<file path="config.mk">
export PLATFORM = sky130hd
export DESIGN_NAME = input_fifo_array_flat
export DESIGN_NICKNAME = d
export VERILOG_FILES = /design/src/rtl/input_fifo_array_if.sv /design/src/rtl/input_fifo_array.sv /design/src/flat_wrapper.sv
export SDC_FILE = /design/constraint.sdc
export NUM_CORES = 2
export LEC_CHECK = 0
export CAP_MARGIN = 20
export CORE_MARGIN = 2
export CORE_UTILIZATION = 30
export CTS_CLUSTER_SIZE = 12
export DETAILED_ROUTE_END_ITERATION = 8
export GPL_ROUTABILITY_DRIVEN = 0
export GPL_TIMING_DRIVEN = 1
export PLACE_DENSITY_LB_ADDON = 0.15
export SYNTH_ARGS = -nofsm -noshare
export SYNTH_HDL_FRONTEND = slang
export SYNTH_SLANG_ARGS = --single-unit
</file>
<file path="constraint.sdc">
create_clock -name CLK -period 14.5 [get_ports CLK]
set_input_delay 2.175 -clock CLK [delete_from_list [all_inputs] [get_ports CLK]]
set_output_delay 2.175 -clock CLK [all_outputs]
set_load 0.005 [all_outputs]
</file>
<file path="src/rtl/input_fifo_array_if.sv">
// Input FIFO array bus: host push/pop strobes, register writes, array data.
// master = host side, slave = FIFO array side.
interface input_fifo_array_if #(
  parameter int LANES          = 16,
  parameter int DATA_WIDTH     = 32,
  parameter int REG_ADDR       = 8,
  parameter int REG_DATA_WIDTH = 32
);
  logic [LANES-1:0]            WR_EN;
  logic [DATA_WIDTH-1:0]       din;
  logic                        RD_EN;
  logic                        col_en;
  logic                        reg_en;
  logic [REG_ADDR-1:0]         a_reg;
  logic [REG_DATA_WIDTH-1:0]   d_reg;
  logic [LANES*DATA_WIDTH-1:0] RD_DATA;
  logic                        rd_valid;
  logic                        full;
  logic                        afull;
  logic                        empty;
  logic                        overflow;
  logic                        underflow;
  logic [$clog2(LANES+1)-1:0]  matrix_act;

  modport master (
    output WR_EN, din, RD_EN, col_en,
    output reg_en, a_reg, d_reg,
    input  RD_DATA, rd_valid, full, afull,
    input  empty, overflow, underflow, matrix_act
  );

  modport slave (
    input  WR_EN, din, RD_EN, col_en,
    input  reg_en, a_reg, d_reg,
    output RD_DATA, rd_valid, full, afull,
    output empty, overflow, underflow, matrix_act
  );
endinterface

</file>
<file path="src/rtl/input_fifo_array.sv">
// Multi-lane input staging FIFO: per-lane circular buffers, masked pop.
// Ports: CLK, rst (sync, active high), bus (input_fifo_array_if.slave).
module input_fifo_array #(
  parameter int LANES          = 16,
  parameter int DATA_WIDTH     = 32,
  parameter int DEPTH          = 4,
  parameter int AFULL_LEVEL    = 3,
  parameter int REG_ADDR       = 8,
  parameter int REG_DATA_WIDTH = 32,
  parameter logic [REG_ADDR-1:0] MASK_ADDR = 'h01,
  parameter logic [REG_ADDR-1:0] CTRL_ADDR = 'h02
) (
  input logic CLK,
  input logic rst,
  input_fifo_array_if.slave bus
);
  localparam int AW  = $clog2(DEPTH);
  localparam int PW  = AW + 1;
  localparam int CW  = $clog2(LANES + 1);
  localparam int DW  = DATA_WIDTH;

  logic [LANES-1:0]    mask_q, mask_d;
  logic [LANES-1:0]    even, eff;
  logic [PW-1:0]       wr_q [LANES];
  logic [PW-1:0]       wr_d [LANES];
  logic [PW-1:0]       rd_q [LANES];
  logic [PW-1:0]       rd_d [LANES];
  logic [PW-1:0]       occ  [LANES];
  logic [DW-1:0]       mem_q [LANES][DEPTH];
  logic [LANES*DW-1:0] rdata_q, rdata_d;
  logic                rv_q, rv_d;
  logic                ovf_q, ovf_d;
  logic                udf_q, udf_d;
  logic [LANES-1:0]    l_full, l_empty, l_af;
  logic [LANES-1:0]    push;
  logic                full, afull, empty;
  logic                pop, flush, clr;
  logic                ctrl_wr, mask_wr;
  logic                ovf_ev, udf_ev;
  logic [CW-1:0]       act;

  always_comb begin
    even = '0;
    for (int i = 0; i < LANES; i++)
      even[i] = (i % 2 == 0);
    eff = mask_q & (bus.col_en ? even : '1);
  end

  always_comb begin
    for (int i = 0; i < LANES; i++) begin
      occ[i]     = wr_q[i] - rd_q[i];
      l_full[i]  = occ[i] == PW'(DEPTH);
      l_empty[i] = occ[i] == '0;
      l_af[i]    = occ[i] >= PW'(AFULL_LEVEL);
    end
  end

  // Lanes outside eff count as full so they never hold full low.
  assign full  = &(l_full | ~eff);
  assign afull = |(l_af & eff);
  assign empty = |(l_empty & eff);

  always_comb begin
    act = '0;
    for (int i = 0; i < LANES; i++)
      act = act + CW'(eff[i]);
  end

  assign ctrl_wr = bus.reg_en && (bus.a_reg == CTRL_ADDR);
  assign mask_wr = bus.reg_en && (bus.a_reg == MASK_ADDR)
                   && (|bus.d_reg[LANES-1:0]);
  assign flush   = ctrl_wr && bus.d_reg[0];
  assign clr     = ctrl_wr && bus.d_reg[1];
  assign pop     = bus.RD_EN && !empty;
  assign udf_ev  = bus.RD_EN && empty;

  // A full lane still accepts when the pop frees a slot this cycle.
  assign push   = bus.WR_EN & eff & (~l_full | {LANES{pop}});
  assign ovf_ev = (|(bus.WR_EN & eff & l_full)) && !pop;

  always_comb begin
    mask_d  = mask_wr ? bus.d_reg[LANES-1:0] : mask_q;
    ovf_d   = ovf_ev | (ovf_q & ~clr);
    udf_d   = udf_ev | (udf_q & ~clr);
    rv_d    = pop && !flush;
    rdata_d = rdata_q;
    for (int i = 0; i < LANES; i++) begin
      if (rv_d)
        rdata_d[i*DW +: DW] = eff[i] ? mem_q[i][rd_q[i][AW-1:0]] : '0;
      wr_d[i] = flush ? '0 : wr_q[i] + PW'(push[i]);
      rd_d[i] = flush ? '0 : rd_q[i] + PW'(pop && eff[i]);
    end
  end

  always_ff @(posedge CLK) begin
    if (rst) begin
      mask_q  <= '1;
      rdata_q <= '0;
      rv_q    <= 1'b0;
      ovf_q   <= 1'b0;
      udf_q   <= 1'b0;
      for (int i = 0; i < LANES; i++) begin
        wr_q[i] <= '0;
        rd_q[i] <= '0;
      end
    end else begin
      mask_q  <= mask_d;
      rdata_q <= rdata_d;
      rv_q    <= rv_d;
      ovf_q   <= ovf_d;
      udf_q   <= udf_d;
      for (int i = 0; i < LANES; i++) begin
        wr_q[i] <= wr_d[i];
        rd_q[i] <= rd_d[i];
      end
    end
  end

  // Storage needs no reset; pointers alone define validity.
  always_ff @(posedge CLK) begin
    for (int i = 0; i < LANES; i++)
      if (push[i] && !flush)
        mem_q[i][wr_q[i][AW-1:0]] <= bus.din;
  end

  assign bus.RD_DATA    = rdata_q;
  assign bus.rd_valid   = rv_q;
  assign bus.full       = full;
  assign bus.afull      = afull;
  assign bus.empty      = empty;
  assign bus.overflow   = ovf_q;
  assign bus.underflow  = udf_q;
  assign bus.matrix_act = act;
endmodule
</file>
<file path="src/flat_wrapper.sv">
// flat-port wrapper written by rule: the top's interface ports become plain ports
module input_fifo_array_flat 
#(
  parameter int LANES          = 16,
  parameter int DATA_WIDTH     = 32,
  parameter int DEPTH          = 4,
  parameter int AFULL_LEVEL    = 3,
  parameter int REG_ADDR       = 8,
  parameter int REG_DATA_WIDTH = 32,
  parameter logic [REG_ADDR-1:0] MASK_ADDR = 'h01,
  parameter logic [REG_ADDR-1:0] CTRL_ADDR = 'h02
)
  (CLK, rst, bus_WR_EN, bus_din, bus_RD_EN, bus_col_en, bus_reg_en, bus_a_reg, bus_d_reg, bus_RD_DATA, bus_rd_valid, bus_full, bus_afull, bus_empty, bus_overflow, bus_underflow, bus_matrix_act);
  input_fifo_array_if #(.LANES(LANES), .DATA_WIDTH(DATA_WIDTH), .REG_ADDR(REG_ADDR), .REG_DATA_WIDTH(REG_DATA_WIDTH)) bus_i ();
  input logic CLK;
  input logic rst;
  input wire logic [$bits(bus_i.WR_EN)-1:0] bus_WR_EN;
  input wire logic [$bits(bus_i.din)-1:0] bus_din;
  input wire logic [$bits(bus_i.RD_EN)-1:0] bus_RD_EN;
  input wire logic [$bits(bus_i.col_en)-1:0] bus_col_en;
  input wire logic [$bits(bus_i.reg_en)-1:0] bus_reg_en;
  input wire logic [$bits(bus_i.a_reg)-1:0] bus_a_reg;
  input wire logic [$bits(bus_i.d_reg)-1:0] bus_d_reg;
  output wire logic [$bits(bus_i.RD_DATA)-1:0] bus_RD_DATA;
  output wire logic [$bits(bus_i.rd_valid)-1:0] bus_rd_valid;
  output wire logic [$bits(bus_i.full)-1:0] bus_full;
  output wire logic [$bits(bus_i.afull)-1:0] bus_afull;
  output wire logic [$bits(bus_i.empty)-1:0] bus_empty;
  output wire logic [$bits(bus_i.overflow)-1:0] bus_overflow;
  output wire logic [$bits(bus_i.underflow)-1:0] bus_underflow;
  output wire logic [$bits(bus_i.matrix_act)-1:0] bus_matrix_act;
  assign bus_i.WR_EN = bus_WR_EN;
  assign bus_i.din = bus_din;
  assign bus_i.RD_EN = bus_RD_EN;
  assign bus_i.col_en = bus_col_en;
  assign bus_i.reg_en = bus_reg_en;
  assign bus_i.a_reg = bus_a_reg;
  assign bus_i.d_reg = bus_d_reg;
  assign bus_RD_DATA = bus_i.RD_DATA;
  assign bus_rd_valid = bus_i.rd_valid;
  assign bus_full = bus_i.full;
  assign bus_afull = bus_i.afull;
  assign bus_empty = bus_i.empty;
  assign bus_overflow = bus_i.overflow;
  assign bus_underflow = bus_i.underflow;
  assign bus_matrix_act = bus_i.matrix_act;
  input_fifo_array #(.LANES(LANES), .DATA_WIDTH(DATA_WIDTH), .DEPTH(DEPTH), .AFULL_LEVEL(AFULL_LEVEL), .REG_ADDR(REG_ADDR), .REG_DATA_WIDTH(REG_DATA_WIDTH), .MASK_ADDR(MASK_ADDR), .CTRL_ADDR(CTRL_ADDR)) u_core (.CLK(CLK), .rst(rst), .bus(bus_i));
endmodule
</file>
==> impl_metrics.json <==
{
  "syn_inst": 5823,
  "cp-start-kind": "input port",
  "cp-startpoint": "bus_col_en",
  "finalSetupViolCount": 0,
  "finClkSkew_ps": 57.6,
  "drive_above_1_share_pct": 19.4,
  "final_area_um2": 122000,
  "die_x_um": 584,
  "maxCapViolCount": 0,
  "area_delta_synth_final_pct": 21.1,
  "drc": 0,
  "place_inst": 10500,
  "reg2reg_to": "u_core.bus.RD_DATA[412]",
  "post_cts_buffers": 0,
  "crit_type": "in -> out",
  "dp_hpwl_mm": 190,
  "ir_drop_mv": 0.0846,
  "dr.pass1.iters": 5,
  "worstRegToRegCells": 11,
  "clkTransAtPathRegs_ps": 60,
  "root_buffer": "clkbuf_16",
  "outcome": "finished, final reports clean",
  "total_power_mw": 16.9,
  "slew_headroom_pct": 16.5,
  "dpl_worst_slack_ps": 4310,
  "grt_pass1_vias": 57900,
  "initial_core_util_pct": 30.2,
  "placedInstanceArea_um2": 112000,
  "drt-initial-drc-count": 5180,
  "synth_fp_nets": 6027,
  "finalWorstSetupSlack_ps": 4360,
  "finalSetupTns_ps": 0,
  "fin_crit_ps": 10140,
  "max_freq_mhz": 98.7,
  "reg2reg_setup_slack_ps": 8590,
  "clockBufferDepth": 4,
  "die_area_um2": 341000,
  "core_area_um2": 334000,
  "die-height_um": 584,
  "worst_slew_pin_slew_ps": 1250,
  "crit_arrival_ps": 7960,
  "grt_pass1_wl_mm": 448,
  "clock_sinks": 2675,
  "synth_flop_cell": "edfxtp_1",
  "grt_overflow": 0,
  "antenna_found_initial": 30,
  "cp.required_ps": 12320,
  "wl_mm": 322,
  "synth_area_um2": 101000,
  "hold_depth": 1,
  "vias": 57100,
  "rsz0062_at_grt": "no",
  "synth_edf_count": 2048,
  "cts_made_buffers": 309,
  "p_per_area_nw_per_um2": 138,
  "period_share_pct": 69.9,
  "cts_tree": "built",
  "ys_ff_latch": 2675,
  "cts_hold_buf": 0,
  "p_leak_nw": 37.8,
  "cp_max_fo": 37,
  "syn_area_per_cell_um2": 17.3,
  "fin_nets": 6617,
  "end_kind": "primary output",
  "track_usage_pct": 18.4,
  "numPortBuffers": 599,
  "final_common_cell": "edfxtp_1",
  "cp-endpoint": "bus_matrix_act[2]",
  "synth_seq_area_share_pct": 73.4,
  "grt_max_degree": 213,
  "clk_latency_ps": 940,
  "row_count": 212,
  "drtAntennaViolNets": 0,
  "cts.htree.levels": 5,
  "finalHoldViolCount": 0,
  "yosysWarnings": 0,
  "reg2reg_from": "u_core.rd_q[0][12]",
  "finalNonFillerCells": 11100,
  "post_drt_wl_per_cell_um": 29.1,
  "via_per_inst": 5.15,
  "layout_common_cells": "edfxtp_1, dfxtp_1, clkdlybuf4s50_1",
  "holdCritPathClass": "reg -> reg",
  "slew_violations": 0,
  "ys_types": 57,
  "async_flop_share_pct": 0,
  "cts_resized": 0,
  "ios": 616
}
cell usage after synthesis, drive strengths merged (3+ instances only):
cell / instances / area, um2
o22a: 3 / 26.3
inv: 72 / 270
dfxtp: 627 / 12600
xnor3: 3 / 67.6
clkbuf: 376 / 1410
xnor2: 34 / 298
nand2b: 4 / 25.0
mux4: 512 / 11500
o32ai: 3 / 26.3
xor3: 13 / 310
o21ai: 529 / 2650
ha: 85 / 1060
nand4: 522 / 3270
and2: 71 / 444
o21bai: 12 / 120
and3: 17 / 106
o22ai: 3 / 18.8
edfxtp: 2048 / 61500
nor4: 71 / 472
nor2: 66 / 248
a22oi: 5 / 37.5
nor2b: 9 / 56.3
a211o: 15 / 131
a21oi: 514 / 2570
nand2: 27 / 101
buf: 108 / 772
fa: 26 / 521
o211ai: 4 / 40.0
a221o: 3 / 30.0
nand3: 19 / 100
layer usage:
metal	vias up	global-route usage [%]	share of wire, %
met2	1595	28.9	46
met1	30400	26.3	45
met4	6	5.31	2.8
met5	-	0	0.0099
met3	399	2.89	5.4
li1	24700	-	-
cell type report:
cell class | count | area, um2
multi-input cells | 2591 | 24900
inverters | 73 | 274
clock buffers | 416 | 8550
diodes | 30 | 75.1
well taps | 4387 | 5490
clock inverters | 154 | 1600
fillers | 31500 | 212000
repair buffers | 763 | 7270
flip-flops and latches | 2675 | 74100
how the worst min path moves through the flow:
stage	start	to	slack (ps)
final	u_core.mask_q[1]	u_core.mask_q[1]	470
after global placement	u_core.bus.overflow	u_core.bus.overflow	450
after detailed placement	u_core.mask_q[1]	u_core.mask_q[1]	450
after global routing	u_core.mask_q[1]	u_core.mask_q[1]	490
after floorplan	u_core.mask_q[13]	u_core.mask_q[13]	430
after CTS	u_core.mask_q[1]	u_core.mask_q[1]	470
power by group:
part / leakage, nW / switching (mW) / internal [mW]
Clock: 4.98 / 3.28 / 4.42
Sequential: 23.8 / 0.0477 / 8.47
Combinational: 9.05 / 0.469 / 0.180
Total: 37.8 / 3.80 / 13.1
stage by stage:
stage | hold WS, ps | utilization (%)
after floorplan | 427 | -
after global placement | 453 | 33.5
after detailed placement | 453 | 33.5
after CTS | 468 | 36.5
after global routing | 487 | 36.6
final | 467 | 36.6
registers in the layout, indices dropped and copies added (netlist names):
signal	count
u_core.rd_q	48
u_core.mem_q	2048
u_core.bus.rd_valid	1
u_core.bus.overflow	1
u_core.wr_q	48
u_core.bus.underflow	1
u_core.bus.RD_DATA	512
u_core.mask_q	16
worst max-delay path: stages:
cell	delay [ps]
clkdlybuf4s50_1	410
buf_4	220
nand2b_1	230
inv_2	640
fa_1	560
inv_1	80
fa_1	450
fa_1	540
fa_1	440
fa_1	440
fa_1	420
xnor2_1	670
clkdlybuf4s50_1	640
cell families (layout without fill, tap and decap cells):
family | Yosys count | in the layout | share of synthesized area [%]
other | 0 | 30 | 0
AO/OA/AOI/OAI | 1099 | 1099 | 5.66
XOR/XNOR | 50 | 50 | 0.669
adder cells (fa/ha/maj) | 111 | 111 | 1.57
buffers and inverters | 557 | 1406 | 2.43
multiplexers | 512 | 512 | 11.4
AND/OR/NAND/NOR | 819 | 819 | 4.87
flip-flops | 2675 | 2675 | 73.4
Note: power is estimated with default switching activity, not from simulation.
